==> config.mk <==
export PLATFORM = sky130hd
export DESIGN_NAME = sequenciador_programa
export DESIGN_NICKNAME = d
export VERILOG_FILES = /design/src/rtl/sequenciador_pkg.sv /design/src/rtl/memoria_prog_ram.sv /design/src/rtl/sequenciador_programa.sv
export SDC_FILE = /design/constraint.sdc
export NUM_CORES = 1
export LEC_CHECK = 0
export BUFFER_PORTS_ARGS = -buffer_cell sky130_fd_sc_hd__buf_4
export CORE_MARGIN = 10
export CORE_UTILIZATION = 53
export CTS_CLUSTER_DIAMETER = 100
export DETAILED_ROUTE_END_ITERATION = 12
export PLACE_DENSITY = 0.73
export RECOVER_POWER = 50
export SLEW_MARGIN = 20
export SYNTH_ARGS = -nofsm -noshare
export SYNTH_HDL_FRONTEND = slang
export SYNTH_HIERARCHICAL = 1
export SYNTH_SLANG_ARGS = --single-unit
==> constraint.sdc <==
create_clock -name clk -period 4.5 [get_ports clk]
set_input_delay 0.9 -clock clk [delete_from_list [all_inputs] [get_ports clk]]
set_output_delay 0.9 -clock clk [all_outputs]
set_load 0.005 [all_outputs]
==> src/rtl/sequenciador_pkg.sv <==
// Shared types and constants for the program sequencer.
// Opcode all-ones is the HALT instruction.
package sequenciador_pkg;

  typedef enum logic [1:0] {
    IDLE,
    FETCH,
    ISSUE,
    DONE
  } estado_t;

  localparam int DATA_W_DEF = 5;
  localparam int OP_W_DEF   = 4;
  localparam int DEPTH_DEF  = 8;

  // Sliced to OP_W at the use site.
  localparam logic [31:0] OP_HALT = '1;

endpackage

==> src/rtl/memoria_prog_ram.sv <==
// Program storage: sync write, async read.
// Whole array is cleared by reset.
module memoria_prog_ram #(
  parameter int W      = 9,
  parameter int DEPTH  = 8,
  parameter int ADDR_W = $clog2(DEPTH)
) (
  input  logic              clk,
  input  logic              rst_n,
  input  logic              we,
  input  logic [ADDR_W-1:0] waddr,
  input  logic [W-1:0]      wdata,
  input  logic [ADDR_W-1:0] raddr,
  output logic [W-1:0]      rdata
);

  logic [W-1:0] mem_q [DEPTH];

  always_ff @(posedge clk or negedge rst_n) begin
    if (!rst_n) begin
      for (int i = 0; i < DEPTH; i++) begin
        mem_q[i] <= '0;
      end
    end else if (we) begin
      mem_q[waddr] <= wdata;
    end
  end

  assign rdata = mem_q[raddr];

endmodule

==> src/rtl/sequenciador_programa.sv <==
// Program sequencer: plays stored operand/opcode
// pairs out over a valid/pronto handshake.
module sequenciador_programa
  import sequenciador_pkg::*;
#(
  parameter int DATA_W = DATA_W_DEF,
  parameter int OP_W   = OP_W_DEF,
  parameter int DEPTH  = DEPTH_DEF,
  parameter int ADDR_W = $clog2(DEPTH)
) (
  input  logic              clk,
  input  logic              rst_n,
  input  logic              wr_en,
  input  logic [ADDR_W-1:0] wr_addr,
  input  logic [DATA_W-1:0] wr_entrada,
  input  logic [OP_W-1:0]   wr_operacao,
  input  logic              start,
  input  logic [ADDR_W:0]   len,
  input  logic              modo_loop,
  input  logic              abort,
  input  logic              pronto,
  output logic              valid,
  output logic [DATA_W-1:0] entrada,
  output logic [OP_W-1:0]   operacao,
  output logic [ADDR_W-1:0] pc,
  output logic              busy,
  output logic              done,
  output logic              wr_err
);

  localparam int W = DATA_W + OP_W;
  localparam logic [OP_W-1:0] HALT =
    OP_HALT[OP_W-1:0];
  localparam logic [ADDR_W:0] DEPTH_L =
    (ADDR_W+1)'(DEPTH);

  estado_t           est_q, est_d;
  logic [ADDR_W-1:0] pc_q, pc_d;
  logic [ADDR_W:0]   len_q, len_d;
  logic              loop_q, loop_d;
  logic              valid_q, valid_d;
  logic              done_q, done_d;
  logic              busy_q, busy_d;
  logic              err_q, err_d;
  logic [DATA_W-1:0] ent_q, ent_d;
  logic [OP_W-1:0]   op_q, op_d;

  logic          wr_ok;
  logic          hs;
  logic          is_last;
  logic          start_ok;
  logic [W-1:0]  mem_rd;

  assign wr_ok    = wr_en &&
                    (est_q == IDLE ||
                     est_q == DONE);
  assign hs       = valid_q && pronto;
  assign is_last  = {1'b0, pc_q} ==
                    (len_q - 1'b1);
  assign start_ok = start && !abort &&
                    est_q == IDLE;

  memoria_prog_ram #(
    .W      (W),
    .DEPTH  (DEPTH),
    .ADDR_W (ADDR_W)
  ) u_mem (
    .clk   (clk),
    .rst_n (rst_n),
    .we    (wr_ok),
    .waddr (wr_addr),
    .wdata ({wr_entrada, wr_operacao}),
    .raddr (pc_q),
    .rdata (mem_rd)
  );

  always_comb begin
    est_d   = est_q;
    pc_d    = pc_q;
    len_d   = len_q;
    loop_d  = loop_q;
    valid_d = valid_q;
    done_d  = 1'b0;
    ent_d   = ent_q;
    op_d    = op_q;
    err_d   = err_q;

    if (wr_en && !wr_ok) err_d = 1'b1;
    if (start_ok) err_d = 1'b0;

    unique case (est_q)
      IDLE: begin
        if (start) begin
          if (len == '0) begin
            est_d  = DONE;
            done_d = 1'b1;
          end else begin
            len_d  = (len > DEPTH_L) ?
                     DEPTH_L : len;
            loop_d = modo_loop;
            pc_d   = '0;
            est_d  = FETCH;
          end
        end
      end
      FETCH: begin
        ent_d   = mem_rd[W-1:OP_W];
        op_d    = mem_rd[OP_W-1:0];
        valid_d = 1'b1;
        est_d   = ISSUE;
      end
      ISSUE: begin
        if (hs) begin
          valid_d = 1'b0;
          if (op_q == HALT || 
              (is_last && !loop_q)) begin
            est_d  = DONE;
            done_d = 1'b1;
            pc_d   = '0;
          end else if (is_last) begin
            pc_d  = '0;
            est_d = FETCH;
          end else begin
            pc_d  = pc_q + 1'b1;
            est_d = FETCH;
          end
        end
      end
      DONE: est_d = IDLE;
      default: est_d = IDLE;
    endcase

    // Cancel wins over everything, incl. a handshake.
    if (abort) begin
      est_d   = IDLE;
      valid_d = 1'b0;
      pc_d    = '0;
      done_d  = 1'b0;
    end

    busy_d = (est_d == FETCH) ||
             (est_d == ISSUE);
  end

  always_ff @(posedge clk or negedge rst_n) begin
    if (!rst_n) begin
      est_q   <= IDLE;
      pc_q    <= '0;
      len_q   <= '0;
      loop_q  <= 1'b0;
      valid_q <= 1'b0;
      done_q  <= 1'b0;
      busy_q  <= 1'b0;
      err_q   <= 1'b0;
      ent_q   <= '0;
      op_q    <= '0;
    end else begin
      est_q   <= est_d;
      pc_q    <= pc_d;
      len_q   <= len_d;
      loop_q  <= loop_d;
      valid_q <= valid_d;
      done_q  <= done_d;
      busy_q  <= busy_d;
      err_q   <= err_d;
      ent_q   <= ent_d;
      op_q    <= op_d;
    end
  end

  assign valid    = valid_q;
  assign entrada  = ent_q;
  assign operacao = op_q;
  assign pc       = pc_q;
  assign busy     = busy_q;
  assign done     = done_q;
  assign wr_err   = err_q;

endmodule

Yosys cells after proc, flatten, opt, wreduce, memory -nomap -nowiden
Index checks and enable logic that the tools add are counted.
Widths: inputs -> output; s select.
- flip-flop bits (word level): 95
- word-level logic and storage cells: 89
- mux-type cells: 31
- reduce and logical (&&, ||, !) cells: 21
- equality and inequality tests: 10
- bitwise gates (word level): 3
- add/subtract/negate cells: 2
- $lt $le $gt $ge: 4
- operators by type and width (kind ; number):
    $bwmux 72 ; 1
    $bmux 9 s3 ; 1
    $demux 9 s3 ; 1
    $mux 9 ; 3
    $mux 3 ; 6
    $mux 2 ; 5
    $mux 1 ; 9
    $ne 3x3->1 const B ; 3
    $ge 4x4->1 const B ; 2
    $not 3->4 ; 2
    $pmux 2 s4 ; 1
    $logic_and 1x1->1 ; 7
    $eq 2x2->1 const B ; 3
    $pmux 3 s2 ; 1
    $reduce_bool 3->1 ; 2
    $eq 2x1->1 const B ; 2
    $eq 3x4->1 ; 1
    $eq 4x4->1 const B ; 1
    $gt 4x4->1 const B ; 1
    $logic_not 4->1 ; 1
    $lt 4x1->1 const B ; 1
    $mux 4 ; 1
    $pmux 1 s2 ; 2
    $reduce_and 4->1 ; 1
    other kinds (9) ; 13

Longest topological paths before layout
- depth in word-level cells: 10
- gate-level depth with buffers: 7

Modules after synthesis
Netlist, hierarchy kept.
- by module, submodules not included (module ; area an instance (um2) ; sequential area each (um2) ; cells each ; instances):
    memoria_prog_ram ; 3352.0 ; 1801.7 ; 191 ; 1
    sequenciador_programa ; 1186.1 ; 575.6 ; 103 ; 1

Least setup slack after synthesis
Ideal clock, no wire load.
- path type: in2reg
- start: in len[0]
- end: reg busy_q (netlist: busy)
- data arrival time: 1.970 ns
- data required time: 4.375 ns
- library setup time: 0.125 ns
- setup slack: 2.405 ns
- stages on the path: 5
- path through: o41a_1 > o21ai_1 > nand2_1 > o21ai_2 > mux2_4
- cells in the longest elaborated chain, start to end: 7
- elaborated cells between the ends (all ways): 8
- those cells by class: eq/ne (2); mux (4); reduce/logical (2)
- RTL lines (what ; RTL line ; RTL):
    from (decl) ; sequenciador_programa.sv:18 ; input logic [ADDR_W:0] len,
    $logic_not 4->1 * ; sequenciador_programa.sv:94 ; if (len == '0) begin
    $mux 2 * ; sequenciador_programa.sv:94 ;
    $mux 2 * ; sequenciador_programa.sv:93 ; if (start) begin
    $pmux 2 s4 * ; sequenciador_programa.sv:91 ; unique case (est_q)
    $mux 2 * ; sequenciador_programa.sv:134 ; if (abort) begin
    $eq 2x1->1 / $eq 2x2->1 (equally long branches) ; sequenciador_programa.sv:141, sequenciador_programa.sv:142 ;
    $logic_or 1x1->1 * ; sequenciador_programa.sv:141 ; busy_d = (est_d == FETCH) ||
    named net busy_d ; sequenciador_programa.sv:43 ; logic busy_q, busy_d;
    to (signal assigned) ; sequenciador_programa.sv:164 ; busy_q <= busy_d;
    to (decl) ; sequenciador_programa.sv:43 ;
Mark *: on every way through the listed nets, which the timed path passes. The rest lies on a longest branch.
A chain may end at the register's enable or synchronous reset.

==> flow_summary.toml <==
[status]
outcome = "finished, violations left"
violations = "max-capacitance violations, max-slew violations"

[sta]
skew_ps = 12.7
fmax_mhz = 338
hold_violations = 0
fin_crit_ps = 2960
fin_ws_ps = 1540
post-route-period-util_pct = 65.8
tns_ps = 0
worstMarginPinSlew_ps = 1810
rsz0062_at_grt = "false"
setup_viol = 0
maxSlewViolCount = 73
maxSlewHeadroom_pct = -20.7
whs_ps = 503

[drt]
vias_per_cell = 5.86
first_pass_iters = 4
wl_mm = 8.99
dr_total_vias = 2603
drtIter0Drc = 68
antenna_left = 0
route.detailed.drc = 0
routedWlPerCell_um = 20.3

[setup_path]
arrival_ps = 3220
worstPathMaxFanout = 72
startpoint_type = "primary input"
crit_buf_inv = 2
slowest_stage = "clkbuf_2"
crit_chain = "clkbuf_2 -> clkbuf_1"
cpPeakStageDelay_ps = 1260
cp-end-kind = "async pin"
crit_family = "buffers and inverters"
worstPathRequired_ps = 4760
critPathKind = "in -> async"

[finish]
diodes = 0
nNetsFinal = 362
layout-drive-gt1-share_pct = 46.0
area_delta_synth_final_pct = 12.5

[die]
core-area_mm2 = 0.00826
die_w_um = 113
io_pins = 39
die_h_um = 113
die_area_mm2 = 0.0127
start_util_pct = 55.0
rows = 33

[global_route]
grt_pass1_vias = 2778
grt_pass1_wl_mm = 14.6
grtUsageTotal_pct = 14.4
grt_max_degree = 73
antenna_found_initial = 0
grt_overflow = 0

[clock_tree]
cts_hold_buf = 0
post_cts_buffers = 0
numClockSinks = 95
clkLatencyLatePin_ps = 360
cts.clk_slew.worst_paths_ps = 80
root_buffer = "clkbuf_8"
htreeDepth = 3
cts-resized-gates = 0
cts_made_buffers = 9
cts_buffer_depth = 2
cts_tree = "built"

[worst_hold_path]
hold_class = "reg -> reg"

[synth]
synth.most_common_cell = "dfrtp_1"
yosys_warnings = 6
synthDistinctLibCells = 46
synth-async-reset-ratio_pct = 100
synth_top_area_share_pct = 52.4
syn_inst = 294
synthTopCellsByArea = "dfrtp_1 52%, mux2_2 23%, mux4_1 10%"
syn-num-nets = 322
synth_commonest_cells = "95 x dfrtp_1, 92 x mux2_2, 18 x mux4_1"
yosysSeqAreaShare_pct = 52.4
syn_avg_cell_area_um2 = 15.4
synthesis.area_mm2 = 0.00454
synth-seq-cells = 95
synth_top_cell_by_area = "dfrtp_1"
synth_edf_count = 0
synth_flop_cell = "dfrtp_1"

[power]
powerDensity_mw_per_mm2 = 616
irDropWorstVdd_mv = 0.238
p_leak_nw = 2.22

[placement]
hpwlAfterDp_mm = 5.92
portBuffers = 38
dpl_worst_slack_ps = 1570
gp_congestion = 0.793

[run]
max-cap-violations = 1
power by group:
part	switching [mW]	total [mW]	internal, mW
sequential	0.235	1.49	1.26
combinational	0.385	1.08	0.697
clock	0.290	0.565	0.275
total	0.910	3.14	2.23
metrics by stage:
stage | area (µm²) | power, mW | utilization (%) | instances
2_1_floorplan | 4540 | 2.28 | - | 294
3_3_place_gp | 4920 | 2.55 | 59.6 | 428
3_5_place_dp | 4920 | 2.61 | 59.6 | 428
4_1_cts | 5120 | 3.18 | 62.0 | 444
5_1_grt | 5100 | 3.35 | 61.8 | 444
6_report | 5100 | 3.14 | 61.8 | 444
area by class of cell:
type / count / area (µm²)
Sequential cell: 95 / 2380
Tap cell: 105 / 131
Inverter: 7 / 26.3
Multi-Input combinational cell: 179 / 2060
Clock inverter: 4 / 55.1
Timing Repair Buffer: 42 / 305
Clock buffer: 12 / 145
Fill cell: 659 / 3150
sequential cells by signal, indices dropped and copies added, names as in the netlist:
register and flops:
len_q 4, operacao 4, pc 3, loop_q 1, done 1, u_mem/mem_q 72
valid 1, est_q 2, entrada 5, busy 1, wr_err 1
cell usage in the layout (no fill, tap or decap), drive strengths merged, types with 2 or more instances in the layout:
| cell type | instances |
|---|---|
| nor2 | 7 |
| mux4 | 18 |
| nand3b | 3 |
| dfrtp | 95 |
| nor3 | 2 |
| nand4b | 3 |
| clkinv | 2 |
| o21ai | 6 |
| nand2 | 3 |
| xor2 | 2 |
| o31ai | 2 |
| buf | 37 |
| mux2 | 93 |
| nand4 | 2 |
| a21oi | 3 |
| inv | 7 |
| a31oi | 2 |
| ha | 5 |
| nor4bb | 3 |
| nor2b | 4 |
| clkbuf | 17 |
| a22o | 2 |
layer usage:
| layer | GRT usage, % | part of all wire, % |
|---|---|---|
| met5 | 0 | 0 |
| met4 | 4.23 | 0.85 |
| met3 | 3.94 | 5.0 |
| met2 | 23.0 | 48 |
| met1 | 18.7 | 46 |
cell families after synthesis:
kind of cell               Yosys count  synth area share, %
muxes                              112                 33.8
DFF                                 95                 52.4
and+or+nand+nor                     35                 5.18
xor gates and xnor gates             2                0.386
AOI/OAI and AO/OA                   25                 4.47
buffers and inverters               20                 2.40
adders and majority gates            5                 1.38
path summary, 6_finish.rpt:
path | start | endpoint | slack (ps) | depth (start not counted)
worst min-delay path | u_mem/mem_q[60] | u_mem/mem_q[60] | 500 | 1
min in group asynchronous | rst_n | pc[1] | 1000 | 1
worst min register to register | u_mem/mem_q[60] | u_mem/mem_q[60] | 500 | 1
worst max-delay path | rst_n | u_mem/mem_q[64] | 1540 | 2
max in group clk | est_q[1] | u_mem/mem_q[30] | 1800 | 5
worst max register to register | est_q[1] | u_mem/mem_q[30] | 1800 | 5
(Power assumes the default switching activity.)
